===== src/rtl/gpu_blitter_if.sv =====
`default_nettype none
// ============================================================================
// Module      : gpu_blitter_if
// Description : Command and shared-memory bus between the CPU command issue,
//               the gpu_blitter display engine and the memory arbiter.
//               Also supplies default command codes when gpu_cmd.v is absent.
// Revision    : 1.0 - initial release
// ============================================================================

`ifndef GPU_CMD_CLEAR
`define GPU_CMD_CLEAR 4'h1
`endif
`ifndef GPU_CMD_DRAW
`define GPU_CMD_DRAW 4'h2
`endif

interface gpu_blitter_if #(
  parameter int ADDR_W = 12
);
  // command side
  logic [3:0]        gpu_cmd;
  logic [15:0]       gpu_draw_offset;
  logic [7:0]        gpu_draw_length;
  logic [7:0]        gpu_draw_x;
  logic [7:0]        gpu_draw_y;
  logic              gpu_cmd_submitted;
  logic              gpu_ready;
  logic              gpu_collision;
  // memory side
  logic              gpu_mem_read;
  logic [ADDR_W-1:0] gpu_mem_read_addr;
  logic [7:0]        gpu_mem_read_data;
  logic              gpu_mem_read_ack;
  logic              gpu_mem_write;
  logic [ADDR_W-1:0] gpu_mem_write_addr;
  logic [7:0]        gpu_mem_write_data;

  // the display engine
  modport slave (
    input  gpu_cmd, gpu_draw_offset, gpu_draw_length, gpu_draw_x, gpu_draw_y,
           gpu_cmd_submitted, gpu_mem_read_data, gpu_mem_read_ack,
    output gpu_ready, gpu_collision, gpu_mem_read, gpu_mem_read_addr,
           gpu_mem_write, gpu_mem_write_addr, gpu_mem_write_data
  );

  // the CPU / memory arbiter side
  modport master (
    output gpu_cmd, gpu_draw_offset, gpu_draw_length, gpu_draw_x, gpu_draw_y,
           gpu_cmd_submitted, gpu_mem_read_data, gpu_mem_read_ack,
    input  gpu_ready, gpu_collision, gpu_mem_read, gpu_mem_read_addr,
           gpu_mem_write, gpu_mem_write_addr, gpu_mem_write_data
  );
endinterface

`default_nettype wire


===== src/rtl/gpu_blitter.sv =====
`default_nettype none
// ============================================================================
// Module      : gpu_blitter
// Description : CHIP-8 style display engine. Executes CLEAR and DRAW (XOR
//               sprite blit with collision detect) on a 1bpp row-major
//               framebuffer in shared byte memory, MSB = leftmost pixel.
//               Optional macro GPU_CLIP_EN: clip sprites at the right and
//               bottom framebuffer edges instead of wrapping.
// Revision    : 1.0 - initial release
// ============================================================================

module gpu_blitter #(
  parameter int ADDR_W    = 12,
  parameter int FB_BASE   = 'h100,
  parameter int FB_WIDTH  = 64,
  parameter int FB_HEIGHT = 32,
  parameter int MAX_ROWS  = 15
) (
  input  wire            clk,
  input  wire            rst,
  gpu_blitter_if.slave   bus
);

  localparam int BPR     = FB_WIDTH / 8;
  localparam int N_BYTES = FB_WIDTH * FB_HEIGHT / 8;
  localparam int XW      = $clog2(FB_WIDTH);

  localparam logic [ADDR_W-1:0] BASE     = ADDR_W'(FB_BASE);
  localparam logic [ADDR_W-1:0] X_MASK   = ADDR_W'(FB_WIDTH - 1);
  localparam logic [ADDR_W-1:0] Y_MASK   = ADDR_W'(FB_HEIGHT - 1);
  localparam logic [ADDR_W-1:0] COL_MASK = ADDR_W'(BPR - 1);
  localparam logic [ADDR_W-1:0] LAST_COL = ADDR_W'(BPR - 1);
  localparam logic [ADDR_W-1:0] LAST_IDX = ADDR_W'(N_BYTES - 1);
  localparam logic [ADDR_W-1:0] HEIGHT   = ADDR_W'(FB_HEIGHT);
  localparam logic [7:0]        ROW_CLAMP = 8'(MAX_ROWS);

`ifdef GPU_CLIP_EN
  localparam bit CLIP = 1'b1;
`else
  localparam bit CLIP = 1'b0;
`endif

  typedef enum logic [3:0] {
    S_IDLE     = 4'd0,
    S_DECODE   = 4'd1,
    S_CLEAR    = 4'd2,
    S_RD_SPR   = 4'd3,
    S_RD_FB0   = 4'd4,
    S_WR_FB0   = 4'd5,
    S_RD_FB1   = 4'd6,
    S_WR_FB1   = 4'd7,
    S_NEXT_ROW = 4'd8
  } state_t;

  state_t state;
  state_t state_nxt;

  // latched command
  logic [3:0]        cmd_lat;
  logic [ADDR_W-1:0] off_lat;
  logic [7:0]        len_lat;
  logic [7:0]        x_lat;
  logic [7:0]        y_lat;

  // draw / clear progress
  logic [ADDR_W-1:0] x0;
  logic [ADDR_W-1:0] y0;
  logic [7:0]        rows;
  logic [7:0]        row_cnt;
  logic [ADDR_W-1:0] idx;
  logic [7:0]        spr_byte;
  logic [7:0]        fb_byte;
  logic              collision;

  // upper sprite-offset bits are outside the address space
  generate
    if (ADDR_W < 16) begin : g_offset_tail
      wire unused_offset_hi = &{1'b0, bus.gpu_draw_offset[15:ADDR_W]};
    end
  endgenerate

  // row / column address arithmetic for the current sprite row
  logic [ADDR_W-1:0] y_sum;
  logic [ADDR_W-1:0] fb_row;
  logic [ADDR_W-1:0] col;
  logic [ADDR_W-1:0] row_base;
  logic [ADDR_W-1:0] addr0;
  logic [ADDR_W-1:0] addr1;
  logic [ADDR_W-1:0] spr_addr;
  logic [2:0]        shift;
  logic [15:0]       mask_pair;
  logic [7:0]        mask_cur;
  logic [7:0]        fb_new;
  logic              hit;
  logic              need_byte1;
  logic              last_row;
  logic [7:0]        rows_eff;
  logic [ADDR_W-1:0] x0_dec;
  logic [ADDR_W-1:0] y0_dec;

  assign y_sum      = y0 + ADDR_W'(row_cnt);
  assign fb_row     = y_sum & Y_MASK;
  assign col        = x0 >> 3;
  assign row_base   = BASE + (fb_row << (XW - 3));
  assign addr0      = row_base + col;
  assign addr1      = row_base + ((col + ADDR_W'(1)) & COL_MASK);
  assign spr_addr   = off_lat + ADDR_W'(row_cnt);
  assign shift      = x0[2:0];
  // the sprite byte straddles two framebuffer bytes: {left part, right part}
  assign mask_pair  = {spr_byte, 8'h00} >> shift;
  assign mask_cur   = (state == S_WR_FB1) ? mask_pair[7:0] : mask_pair[15:8];
  assign fb_new     = fb_byte ^ mask_cur;
  assign hit        = |(fb_byte & mask_cur);
  assign need_byte1 = (shift != 3'd0) && !(CLIP && (col == LAST_COL));
  assign last_row   = ((row_cnt + 8'd1) == rows) ||
                      (CLIP && ((y_sum + ADDR_W'(1)) >= HEIGHT));
  assign rows_eff   = (len_lat > ROW_CLAMP) ? ROW_CLAMP : len_lat;
  assign x0_dec     = ADDR_W'(x_lat) & X_MASK;
  assign y0_dec     = ADDR_W'(y_lat) & Y_MASK;

  // state register
  always_ff @(posedge clk) begin
    if (rst) state <= S_IDLE;
    else     state <= state_nxt;
  end

  // next-state decode and bus outputs
  always_comb begin
    state_nxt              = state;
    bus.gpu_ready          = 1'b0;
    bus.gpu_collision      = collision;
    bus.gpu_mem_read       = 1'b0;
    bus.gpu_mem_read_addr  = '0;
    bus.gpu_mem_write      = 1'b0;
    bus.gpu_mem_write_addr = '0;
    bus.gpu_mem_write_data = 8'h00;
    case (state)
      S_IDLE: begin
        bus.gpu_ready = 1'b1;
        if (bus.gpu_cmd_submitted) state_nxt = S_DECODE;
      end
      S_DECODE: begin
        if (cmd_lat == `GPU_CMD_CLEAR)                        state_nxt = S_CLEAR;
        else if ((cmd_lat == `GPU_CMD_DRAW) && (rows_eff != 8'd0)) state_nxt = S_RD_SPR;
        else                                                  state_nxt = S_IDLE;
      end
      S_CLEAR: begin
        bus.gpu_mem_write      = 1'b1;
        bus.gpu_mem_write_addr = BASE + idx;
        if (idx == LAST_IDX) state_nxt = S_IDLE;
      end
      S_RD_SPR: begin
        bus.gpu_mem_read      = 1'b1;
        bus.gpu_mem_read_addr = spr_addr;
        if (bus.gpu_mem_read_ack) state_nxt = S_RD_FB0;
      end
      S_RD_FB0: begin
        bus.gpu_mem_read      = 1'b1;
        bus.gpu_mem_read_addr = addr0;
        if (bus.gpu_mem_read_ack) state_nxt = S_WR_FB0;
      end
      S_WR_FB0: begin
        bus.gpu_mem_write      = 1'b1;
        bus.gpu_mem_write_addr = addr0;
        bus.gpu_mem_write_data = fb_new;
        state_nxt = need_byte1 ? S_RD_FB1 : S_NEXT_ROW;
      end
      S_RD_FB1: begin
        bus.gpu_mem_read      = 1'b1;
        bus.gpu_mem_read_addr = addr1;
        if (bus.gpu_mem_read_ack) state_nxt = S_WR_FB1;
      end
      S_WR_FB1: begin
        bus.gpu_mem_write      = 1'b1;
        bus.gpu_mem_write_addr = addr1;
        bus.gpu_mem_write_data = fb_new;
        state_nxt = S_NEXT_ROW;
      end
      S_NEXT_ROW: begin
        state_nxt = last_row ? S_IDLE : S_RD_SPR;
      end
      default: state_nxt = S_IDLE;
    endcase
  end

  // command latch, progress counters, read capture and collision flag
  always_ff @(posedge clk) begin
    if (rst) begin
      cmd_lat   <= 4'h0;
      off_lat   <= '0;
      len_lat   <= 8'h00;
      x_lat     <= 8'h00;
      y_lat     <= 8'h00;
      x0        <= '0;
      y0        <= '0;
      rows      <= 8'h00;
      row_cnt   <= 8'h00;
      idx       <= '0;
      spr_byte  <= 8'h00;
      fb_byte   <= 8'h00;
      collision <= 1'b0;
    end else begin
      case (state)
        S_IDLE: begin
          if (bus.gpu_cmd_submitted) begin
            cmd_lat <= bus.gpu_cmd;
            off_lat <= bus.gpu_draw_offset[ADDR_W-1:0];
            len_lat <= bus.gpu_draw_length;
            x_lat   <= bus.gpu_draw_x;
            y_lat   <= bus.gpu_draw_y;
          end
        end
        S_DECODE: begin
          idx <= '0;
          if (cmd_lat == `GPU_CMD_DRAW) begin
            collision <= 1'b0;
            x0        <= x0_dec;
            y0        <= y0_dec;
            rows      <= rows_eff;
            row_cnt   <= 8'h00;
          end
        end
        S_CLEAR:    idx <= idx + ADDR_W'(1);
        S_RD_SPR:   if (bus.gpu_mem_read_ack) spr_byte <= bus.gpu_mem_read_data;
        S_RD_FB0,
        S_RD_FB1:   if (bus.gpu_mem_read_ack) fb_byte <= bus.gpu_mem_read_data;
        S_WR_FB0,
        S_WR_FB1:   collision <= collision | hit;
        S_NEXT_ROW: row_cnt <= row_cnt + 8'd1;
        default: ;
      endcase
    end
  end

endmodule

`default_nettype wire

===== src/flat_wrapper.sv =====
// flat-port wrapper written by rule: the top's interface ports become plain ports
module gpu_blitter_flat 
#(
  parameter int ADDR_W    = 12,
  parameter int FB_BASE   = 'h100,
  parameter int FB_WIDTH  = 64,
  parameter int FB_HEIGHT = 32,
  parameter int MAX_ROWS  = 15
)
  (clk, rst, bus_gpu_cmd, bus_gpu_draw_offset, bus_gpu_draw_length, bus_gpu_draw_x, bus_gpu_draw_y, bus_gpu_cmd_submitted, bus_gpu_mem_read_data, bus_gpu_mem_read_ack, bus_gpu_ready, bus_gpu_collision, bus_gpu_mem_read, bus_gpu_mem_read_addr, bus_gpu_mem_write, bus_gpu_mem_write_addr, bus_gpu_mem_write_data);
  gpu_blitter_if #(.ADDR_W(ADDR_W)) bus_i ();
  input  wire clk;
  input  wire rst;
  input wire logic [$bits(bus_i.gpu_cmd)-1:0] bus_gpu_cmd;
  input wire logic [$bits(bus_i.gpu_draw_offset)-1:0] bus_gpu_draw_offset;
  input wire logic [$bits(bus_i.gpu_draw_length)-1:0] bus_gpu_draw_length;
  input wire logic [$bits(bus_i.gpu_draw_x)-1:0] bus_gpu_draw_x;
  input wire logic [$bits(bus_i.gpu_draw_y)-1:0] bus_gpu_draw_y;
  input wire logic [$bits(bus_i.gpu_cmd_submitted)-1:0] bus_gpu_cmd_submitted;
  input wire logic [$bits(bus_i.gpu_mem_read_data)-1:0] bus_gpu_mem_read_data;
  input wire logic [$bits(bus_i.gpu_mem_read_ack)-1:0] bus_gpu_mem_read_ack;
  output wire logic [$bits(bus_i.gpu_ready)-1:0] bus_gpu_ready;
  output wire logic [$bits(bus_i.gpu_collision)-1:0] bus_gpu_collision;
  output wire logic [$bits(bus_i.gpu_mem_read)-1:0] bus_gpu_mem_read;
  output wire logic [$bits(bus_i.gpu_mem_read_addr)-1:0] bus_gpu_mem_read_addr;
  output wire logic [$bits(bus_i.gpu_mem_write)-1:0] bus_gpu_mem_write;
  output wire logic [$bits(bus_i.gpu_mem_write_addr)-1:0] bus_gpu_mem_write_addr;
  output wire logic [$bits(bus_i.gpu_mem_write_data)-1:0] bus_gpu_mem_write_data;
  assign bus_i.gpu_cmd = bus_gpu_cmd;
  assign bus_i.gpu_draw_offset = bus_gpu_draw_offset;
  assign bus_i.gpu_draw_length = bus_gpu_draw_length;
  assign bus_i.gpu_draw_x = bus_gpu_draw_x;
  assign bus_i.gpu_draw_y = bus_gpu_draw_y;
  assign bus_i.gpu_cmd_submitted = bus_gpu_cmd_submitted;
  assign bus_i.gpu_mem_read_data = bus_gpu_mem_read_data;
  assign bus_i.gpu_mem_read_ack = bus_gpu_mem_read_ack;
  assign bus_gpu_ready = bus_i.gpu_ready;
  assign bus_gpu_collision = bus_i.gpu_collision;
  assign bus_gpu_mem_read = bus_i.gpu_mem_read;
  assign bus_gpu_mem_read_addr = bus_i.gpu_mem_read_addr;
  assign bus_gpu_mem_write = bus_i.gpu_mem_write;
  assign bus_gpu_mem_write_addr = bus_i.gpu_mem_write_addr;
  assign bus_gpu_mem_write_data = bus_i.gpu_mem_write_data;
  gpu_blitter #(.ADDR_W(ADDR_W), .FB_BASE(FB_BASE), .FB_WIDTH(FB_WIDTH), .FB_HEIGHT(FB_HEIGHT), .MAX_ROWS(MAX_ROWS)) u_core (.clk(clk), .rst(rst), .bus(bus_i));
endmodule

===== config.mk =====
export PLATFORM = sky130hd
export DESIGN_NAME = gpu_blitter_flat
export DESIGN_NICKNAME = d
export VERILOG_FILES = /design/src/rtl/gpu_blitter_if.sv /design/src/rtl/gpu_blitter.sv /design/src/flat_wrapper.sv
export SDC_FILE = /design/constraint.sdc
export NUM_CORES = 1
export LEC_CHECK = 0
export ABC_CLOCK_PERIOD_IN_PS = 3050
export CAP_MARGIN = 10
export CORE_MARGIN = 1.5
export CORE_UTILIZATION = 45
export CTS_CLUSTER_DIAMETER = 150
export DETAILED_ROUTE_END_ITERATION = 10
export GPL_TIMING_DRIVEN = 0
export PLACE_DENSITY = 0.7
export SLEW_MARGIN = 10
export SYNTH_ARGS = -nofsm -noshare
export SYNTH_HDL_FRONTEND = slang
export SYNTH_SLANG_ARGS = --single-unit

===== constraint.sdc =====
create_clock -name clk -period 3.05 [get_ports clk]
set_input_delay 0.305 -clock clk [delete_from_list [all_inputs] [get_ports clk]]
set_output_delay 0.305 -clock clk [all_outputs]
set_load 0.01 [all_outputs]

==> results of run 1 <==
## critical path, delay by kind of cell, from the launching register on
family	cells	cell delay, ns
compound gates	1	0.15
fa+ha+maj	1	0.27
buf+inv	1	0.53
simple gates	3	0.28
mux	2	0.60
flops	1	0.42
## through the flow
| stage | total power [uW] | worst slack (ns) |
|---|---|---|
| floorplan | 1510 | 0.670 |
| global placement | 1650 | -0.261 |
| detailed placement | 1660 | -0.306 |
| CTS | 2800 | 0.00182 |
| global route | 2880 | -0.0116 |
| finish | 2780 | 0.146 |
## flip-flops by register name (all words and copies together) (netlist names)
signal,cells
u_core.rows,8
u_core.y_lat,5
u_core.y0,5
u_core.cmd_lat,4
u_core.x_lat,6
u_core.len_lat,8
u_core.state,4
u_core.spr_byte,8
u_core.bus.gpu_collision,1
u_core.row_cnt,8
u_core.fb_byte,8
u_core.x0,6
u_core.idx,12
u_core.off_lat,12
## repair_timing
action | 4_1_cts | 5_1_grt
endpoints found under the setup margin | 22 | 22
pin swaps | 5 | 3
gates resized for setup | 31 | 21
buffers inserted | 3 | 3
## worst paths after layout
path | startpoint | endpoint | slack [ns] | cells after the start
setup / recovery | u_core.x0[1] | bus_gpu_mem_write_data[0] | 0.15 | 8
hold reg to reg | u_core.len_lat[4] | u_core.len_lat[4] | 0.46 | 2
hold / removal | u_core.len_lat[4] | u_core.len_lat[4] | 0.46 | 2
setup reg to reg | u_core.state[1] | u_core.state[0] | 0.49 | 9
## routing by layer
layer / track usage / vias to the layer above / wire length, um
met2: 0.421 / 166 / 7470
li1: - / 2672 / -
met5: 0 / - / 0
met4: 0.0827 / 0 / 340
met1: 0.333 / 2482 / 7250
met3: 0.0572 / 24 / 875
## kinds of logic after synthesis
group / share of synthesized area
and+or+nand+nor: 0.273
AOI/OAI and AO/OA: 0.189
DFF: 0.360
buffers and inverters: 0.0457
adders and majority gates: 0.0668
xor gates and xnor gates: 0.0398
muxes: 0.0258
## report_power, final
part | leakage (uW) | switching [uW] | total [uW] | internal, uW
clock network | 0.000146 | 492 | 1150 | 658
logic | 0.00176 | 189 | 320 | 131
registers | 0.000774 | 31.3 | 1310 | 1280
## layout by cell type, fill, tap and decap left out, drive strengths merged, types with 3 or more instances in the layout
cell type and count:
nand2 154, a21oi 98, dfxtp 95, clkdlybuf4s50 69, nor2 47, clkbuf 46
o21ai 29, nand3 27, ha 25, nor3 22, inv 17, buf 16
xnor2 15, and3 12, nor4 9, xor2 9, and2 8, mux2i 8
nand4 7, dlymetal6s2s 7, a31oi 7, a21o 6, dlygate4sd2 6, or3 5
a311oi 5, mux2 5, nand2b 5, o22ai 5, a22o 5, nand3b 4
nor2b 4, o21a 3
## final cells by class
cell class / instances / area, um2 / share of cell area
Multi-Input combinational cell: 552 / 3180 / 0.474
Sequential cell: 95 / 1910 / 0.285
Timing Repair Buffer: 88 / 876 / 0.130
Clock buffer: 11 / 243 / 0.0362
Buffer: 45 / 206 / 0.0308
Tap cell: 143 / 179 / 0.0267
Inverter: 16 / 60.1 / 0.00895
Clock inverter: 5 / 56.3 / 0.00839
## cell usage after synthesis, types with 8 or more instances
cell type / count
a21oi_1: 97
dfxtp_1: 95
nor2_1: 47
nor4_1: 9
clkbuf_1: 39
mux2i_1: 8
nand2_1: 154
ha_1: 25
and2_1: 8
xnor2_1: 15
inv_1: 16
nand3_1: 27
xor2_1: 9
o21ai_0: 29
nor3_1: 22
and3_1: 12
==> flow_summary.yaml, run 1 <==
timing:
  finalSetupViolations: 0
  fmax_mhz: 344
  timing.hold.ws_ns: 0.457
  final.setup.tns_ns: 0
  drv_slew: 0
  min_period_ns: 2.90
  post-route-period-util: 0.952
  clock_skew_ns: 0.00547
  max_slew.worst_pin.slew_ns: 0.873
  max_slew_margin: 0.416
  finalHoldViolations: 0
placement:
  port_buffers: 82
  post_dp_cell_area_um2: 6280
  place_inst: 934
  hpwl_um: 12000
  gp_congestion: 0.911
power_and_ir_drop:
  irDropWorstVdd_mv: 0.317
  power_density_nw_per_um2: 415
  leakage_uw: 0.00268
outcome:
  outcome: "completed"
layout:
  fill_cells: 1093
  final_core_util: 0.588
  antenna_cells: 0
  layout.nets: 890
  drive_gt1_frac: 0.0702
  design_area_um2: 6710
  layout.cells.non_filler: 955
  syn_to_final_growth_pct: 27.1
critical_path:
  path_cells: "mux2_2 -> mux2i_1 -> nor2_1 -> a21oi_1 -> nor2_1 -> ha_1 -> and3_1 -> clkdlybuf4s50_1"
  crit_arrival_ns: 2.60
  cp_max_fo: 5
  cp-start-kind: "register"
  end_kind: "primary output"
  crit_required_ns: 2.74
  crit_top_cell: "nor2_1"
  criticalPathCategory: "reg -> out"
  cp_slowest_stage_delay_ns: 0.53
  cp_slowest_cell: "clkdlybuf4s50_1"
cts:
  cts.path.max_buffers: 2
  cts-root-buf: "clkbuf_16"
  cts_max_level: 3
  insertion_delay_ns: 0.35
  cts_tree: "done"
  numCtsBuffers: 9
  clkTransAtPathRegs_ns: 0.06
  numClockSinks: 95
  postCtsHoldBufs: 0
floorplan:
  start_util: 0.463
  io_pins: 92
  die_h_um: 111
  die_x_um: 111
  fp-row-count: 39
  die-area_um2: 12400
  core_area_um2: 11400
detailed_routing:
  vias: 5344
  wl_per_cell_um: 16.7
  ant_nets: 0
  drc: 0
  drtIter0Drc: 475
  routed_wl_um: 15900
  viasPerCell: 5.60
  firstDrtPassIters: 5
global_routing:
  grt_first_pass_wirelength_um: 25100
  grt_antenna_before_repair: 0
  grt_pass1_vias: 5002
  grt_max_degree: 16
  overflow: 0
  grt_usage: 0.255
synth:
  syn-mean-instance-area_um2: 7.45
  ys_seq_area_frac: 0.360
  ys_types: 50
  synth_edf_count: 0
  yosysTopAreaCell: "dfxtp_1"
  synth.top_cell.area_share: 0.360
  async_reset_ff_frac: 0
  syn-instance-count: 709
  synth_warnings: 0
  ys_ff_latch: 95
  syn_nets: 792
  synth_flop_cell: "dfxtp_1"
  synth_area_leaders: "dfxtp_1 (36%), nand2_1 (11%), a21oi_1 (9.2%), ha_1 (5.9%), nor2_1 (3.3%)"
  syn_area_um2: 5280
flow_run:
  maxCapViolations: 0
hold_path:
  hp-class: "reg -> reg"
Power figures use the tool's default switching activity.
==> inputs of run 2 (changes only) <==
--- a/config.mk
+++ b/config.mk
@@ -7,8 +7,10 @@
 export LEC_CHECK = 0
 export ABC_CLOCK_PERIOD_IN_PS = 3050
 export CAP_MARGIN = 10
+export CORE_ASPECT_RATIO = 1.2
 export CORE_MARGIN = 1.5
 export CORE_UTILIZATION = 45
+export CTS_BUF_LIST = sky130_fd_sc_hd__clkbuf_16
 export CTS_CLUSTER_DIAMETER = 150
 export DETAILED_ROUTE_END_ITERATION = 10
 export GPL_TIMING_DRIVEN = 0
==> flow_summary.yaml, run 2 (same netlist as run 1, synthesis figures left out) <==
outcome:
  outcome: "completed"
global_routing:
  grt_usage: 0.254
  grt_first_pass_wirelength_um: 24600
  grt_antenna_before_repair: 0
  grt_max_degree: 15
  grt_pass1_vias: 5040
  overflow: 0
power_and_ir_drop:
  irDropWorstVdd_mv: 0.260
  power_density_nw_per_um2: 406
  p_total_uw: 2740
  leakage_uw: 0.00262
timing:
  min_period_ns: 3.02
  max_slew_margin: 0.519
  fmax_mhz: 331
  setup_slack_ns: 0.0291
  clock_skew_ns: 0.00607
  final.setup.tns_ns: 0
  post-route-period-util: 0.990
  finalHoldViolations: 0
  timing.hold.ws_ns: 0.452
  rsz0062_at_grt: "true"
  drv_slew: 0
  max_slew.worst_pin.slew_ns: 0.719
  finalSetupViolations: 0
layout:
  syn_to_final_growth_pct: 27.5
  layout_commonest_cell: "nand2_1"
  final_core_util: 0.585
  antenna_cells: 0
  layout.nets: 890
  largestRegisters: "u_core.idx: 12 flops, u_core.off_lat: 12 flops"
  final_cell_mix: "nand2_1 (153), a21oi_1 (96), dfxtp_1 (90), clkdlybuf4s50_1 (71), nor2_1 (47)"
  drive_gt1_frac: 0.0702
critical_path:
  crit_family: "buffers and inverters"
  cp-start-kind: "register"
  rr_worst_depth: 9
  cp_slowest_cell: "clkdlybuf4s50_1"
  cp_slowest_stage_delay_ns: 0.54
  criticalPathCategory: "reg -> out"
  crit_arrival_ns: 2.72
  crit_required_ns: 2.74
  path_cells: "clkbuf_1 -> nor3_2 -> clkbuf_1 -> a22o_1 -> clkdlybuf4s50_1"
  reg2reg_from: "u_core.state[1]"
  crit_buf_inv: 3
  rrSetupSlack_ns: 0.62
  cp_max_fo: 10
  end_kind: "primary output"
  rr_endpoint: "u_core.state[0]"
  crit_top_cell: "clkbuf_1"
floorplan:
  fp-row-count: 43
  die_x_um: 102
  start_util: 0.459
  io_pins: 92
  core_area_um2: 11500
  die-area_um2: 12400
  die_h_um: 122
cts:
  postCtsHoldBufs: 0
  cts.path.max_buffers: 2
  cts-root-buf: "clkbuf_16"
  cts_tree: "done"
  numClockSinks: 95
  numCtsBuffers: 9
  insertion_delay_ns: 0.35
  cts_max_level: 3
  clkTransAtPathRegs_ns: 0.06
hold_path:
  holdPathStages: 2
  holdPathEnd: "u_core.len_lat[4]"
  hp-class: "reg -> reg"
  min-delay-start: "u_core.len_lat[4]"
placement:
  gp_congestion: 0.932
  hpwl_um: 11700
  port_buffers: 82
  place_ws_ns: -0.316
detailed_routing:
  ant_nets: 0
  firstDrtPassIters: 5
  drc: 0
  met2_length_um: 7580
  vias: 5506
  topRoutingLayerUsed: "met4"
  route.layer.met1.wl_um: 6540
  wl_per_cell_um: 16.1
  viasPerCell: 5.68
  drtIter0Drc: 363
  routed_wl_um: 15600
  route.met3.wl_um: 936
flow_run:
  maxCapViolations: 0
==> run 2: changes by cell type in the layout (fill, tap and decap cells not counted), moves of 2 or more <==
cell | before | now
clkbuf_4 | 0 | 2
clkbuf_8 | 2 | 0
clkdlybuf4s50_1 | 69 | 71
clkinv_1 | 0 | 3
clkinv_2 | 2 | 0
dlymetal6s2s_1 | 7 | 4
inv_1 | 16 | 18
o21ai_0 | 24 | 26
o21ai_1 | 5 | 3
==> run 2: worst max-delay path by stage <==
stage | from | end | cells after the start
after floorplan | u_core.row_cnt[0] | bus_gpu_mem_read_addr[10] | 9
after global placement | u_core.state[1] | bus_gpu_mem_write_data[5] | 10
after detailed placement | u_core.state[1] | bus_gpu_mem_write_data[1] | 10
after CTS | u_core.state[3] | bus_gpu_mem_write_data[2] | 10
after global routing | u_core.state[3] | bus_gpu_mem_write_data[7] | 10
final | u_core.state[2] | bus_gpu_mem_read_addr[0] | 5
==> run 2: metal layers <==
| metal | global-route usage | vias up |
|---|---|---|
| met5 | 0 | - |
| li1 | - | 2671 |
| met3 | 0.0293 | 38 |
| met1 | 0.320 | 2579 |
| met4 | 0.124 | 0 |
| met2 | 0.428 | 218 |
==> run 2: worst reg2reg max path, delay by kind of cell (launching register included) <==
| family | cells | cell delay [ns] |
|---|---|---|
| compound gates | 2 | 0.52 |
| buf+inv | 2 | 0.40 |
| simple gates | 5 | 1.05 |
| flops | 1 | 0.38 |
==> run 2: repair_timing <==
action | in CTS | in global routing
resized for setup | 32 | 21
setup endpoints to repair | 21 | 24
setup buffers | 3 | 3
pin swaps | 2 | 3
==> run 2: report_power, final <==
| group | leakage [uW] | total, uW | switching (uW) | internal [uW] |
|---|---|---|---|---|
| Combinational | 0.00171 | 322 | 190 | 132 |
| Sequential | 0.000774 | 1310 | 30.8 | 1280 |
| Clock | 0.000141 | 1100 | 481 | 622 |
| Total | 0.00262 | 2740 | 702 | 2030 |
==> run 2: per-stage QoR <==
step	cell area, um2	cells
after global placement	6300	948
after CTS	6660	966
after floorplan	5280	709
final	6730	969
after detailed placement	6300	948
after global routing	6730	969
==> run 2: layout make-up <==
cell class                      count  area, um2
Clock buffer                        9        225
Buffer                             45        200
Tap cell                          157        196
Timing Repair Buffer               88        870
Multi-Input combinational cell    552       3210
Inverter                           16       60.1
Clock inverter                      7       56.3
Sequential cell                    95       1910
Fill cell                        1101       4780
==> edit: new RTL, config.mk and constraints of run 1 <==
`FB_WIDTH` is set to 64 in 2 places; all go to 128.
--- a/src/rtl/gpu_blitter.sv
+++ b/src/rtl/gpu_blitter.sv
@@ -12,7 +12,7 @@
 module gpu_blitter #(
   parameter int ADDR_W    = 12,
   parameter int FB_BASE   = 'h100,
-  parameter int FB_WIDTH  = 64,
+  parameter int FB_WIDTH  = 128,
   parameter int FB_HEIGHT = 32,
   parameter int MAX_ROWS  = 15
 ) (
--- a/src/flat_wrapper.sv
+++ b/src/flat_wrapper.sv
@@ -3,7 +3,7 @@
 #(
   parameter int ADDR_W    = 12,
   parameter int FB_BASE   = 'h100,
-  parameter int FB_WIDTH  = 64,
+  parameter int FB_WIDTH  = 128,
   parameter int FB_HEIGHT = 32,
   parameter int MAX_ROWS  = 15
 )
Behaviour: not the same (Yosys sat finds a counterexample within 4 cycles, from zero or initial values and one cycle with rst high).
==> edit against run 1 <==
- clock power down 10%
- core utilization decreased by 0.79 points
- via count rose by 4.2%
- power decreased by 4.3%
- sequential cell count grew 2
- sequential share of layout area down 0.26 points
- final cell count increased by 2.2%
- setup slack worse by 76 ps
- final area up 2.9%
- combinational power shrank 6.3%
- wire length is 0.50% lower
- register-to-register slack got worse by 30 ps
- synthesized area rose by 3.5%
- critical path type unchanged
==> edit: results (changes against run 1) <==
[placed_design]
preCtsSetupSlack_ps = -140  ; +166 ps
placed_cells = 952  ; +1.9%
place_area_mm2 = 0.00648  ; +3.2%
gp_congestion = 0.940  ; +3.2%
dp_hpwl_mm = 12.2  ; +1.9%
port_buffers = 83  ; +1.2%

[synthesis]
synth_area_leaders = dfxtp_1, nand2_1, a21oi_1, ha_1, nor2_1
synth.top_cell.area_share = 0.355  ; -0.00495
synth.distinct_cells = 65  ; +30%
synth_compound_area_frac = 0.208  ; +0.0190
synth_common_cells = nand2_1, a21oi_1, dfxtp_1
syn_avg_cell_area_um2 = 7.57  ; +1.7%
synth_mux_area_frac = 0.0268  ; +0.000950
synth_edf_count = 0  ; unchanged
synth_nets = 805  ; +1.6%
yosys.area_share.xor_xnor = 0.0320  ; -0.00776
yosysSeqAreaShare = 0.355  ; -0.00495
synthAdderAreaFrac = 0.0645  ; -0.00228

[routing]
via_per_inst = 5.70  ; +1.9%
routedWlPerCell_um = 16.3  ; -2.6%
drt_iter0_markers = 411  ; -13%
vias = 5568  ; +4.2%

[global_route]
grt_pass1_wl_mm = 25.3  ; +0.82%
grt_pass1_vias = 5136  ; +2.7%
grt_antenna_before_repair = 0  ; unchanged
track_usage = 0.250  ; -0.00526

[power_and_ir_drop]
power.leakage_nw = 2.62  ; -2.1%
pg_clk_w = 0.00103  ; -10%
power_switching_w = 0.000680  ; -4.6%
ir_drop_v = 0.000231  ; -27%
seq-power_w = 0.00133
power_density_mw_per_mm2 = 386  ; -7.0%

[worst_setup_path]
worstPathArrival_ps = 2680  ; +80 ps
regToRegEndpoint = u_core.bus.gpu_collision
timing.rr.start = u_core.state[3]
reg2reg_depth = 13  ; +4
cpPeakStageDelay_ps = 550  ; +20 ps
reg2reg_slack_ps = 460  ; -30 ps
path_max_fanout = 9  ; +4
crit_start = u_core.row_cnt[1]
crit_family = compound AO/OA/AOI/OAI gates

[cts]
cts_setup_buffers = 6  ; +3
post_cts_resized = 29  ; -6.5%

[status]
status = finished clean

[hold_path]
min-delay-start = u_core.y_lat[4]
hold_end = u_core.y0[4]
hold_class = reg -> reg

[sta]
tightest_slew_ps = 959  ; +85.6 ps
timing.hold.ws_ps = 453  ; -3.56 ps
skew_ps = 7.74  ; +2.27 ps

[final_layout]
drive_above_1_share = 0.0905  ; +0.0203
nets = 907  ; +1.9%

## edit: routing by layer
metal	vias up	global-route usage	part of all wire
li1	2749	-	-
met1	2562	0.343	0.47
met2	230	0.387	0.44
met3	27	0.0348	0.070
met4	0	0.124	0.026
met5	-	0	0
## edit: how the worst max path moves through the flow
stage	slack (ps)	to	cells after the start
3_3_place_gp	-70	bus_gpu_mem_read_addr[8]	10
6_report	70	bus_gpu_mem_read_addr[11]	8
2_1_floorplan	620	bus_gpu_mem_read_addr[9]	7
4_1_cts	0.7	bus_gpu_mem_write_data[2]	10
5_1_grt	-40	bus_gpu_mem_read_addr[8]	10
3_5_place_dp	-140	bus_gpu_mem_read_addr[6]	10
## edit: final cells by class
cell class                      instances  area [um^2]
Clock inverter                          5         32.5
Fill cell                            1131         5000
Inverter                               11         41.3
Tap cell                              147          184
Sequential cell                        97         1950
Buffer                                 49          230
Multi-Input combinational cell        565         3350
Timing Repair Buffer                   91          887
Clock buffer                           11          233
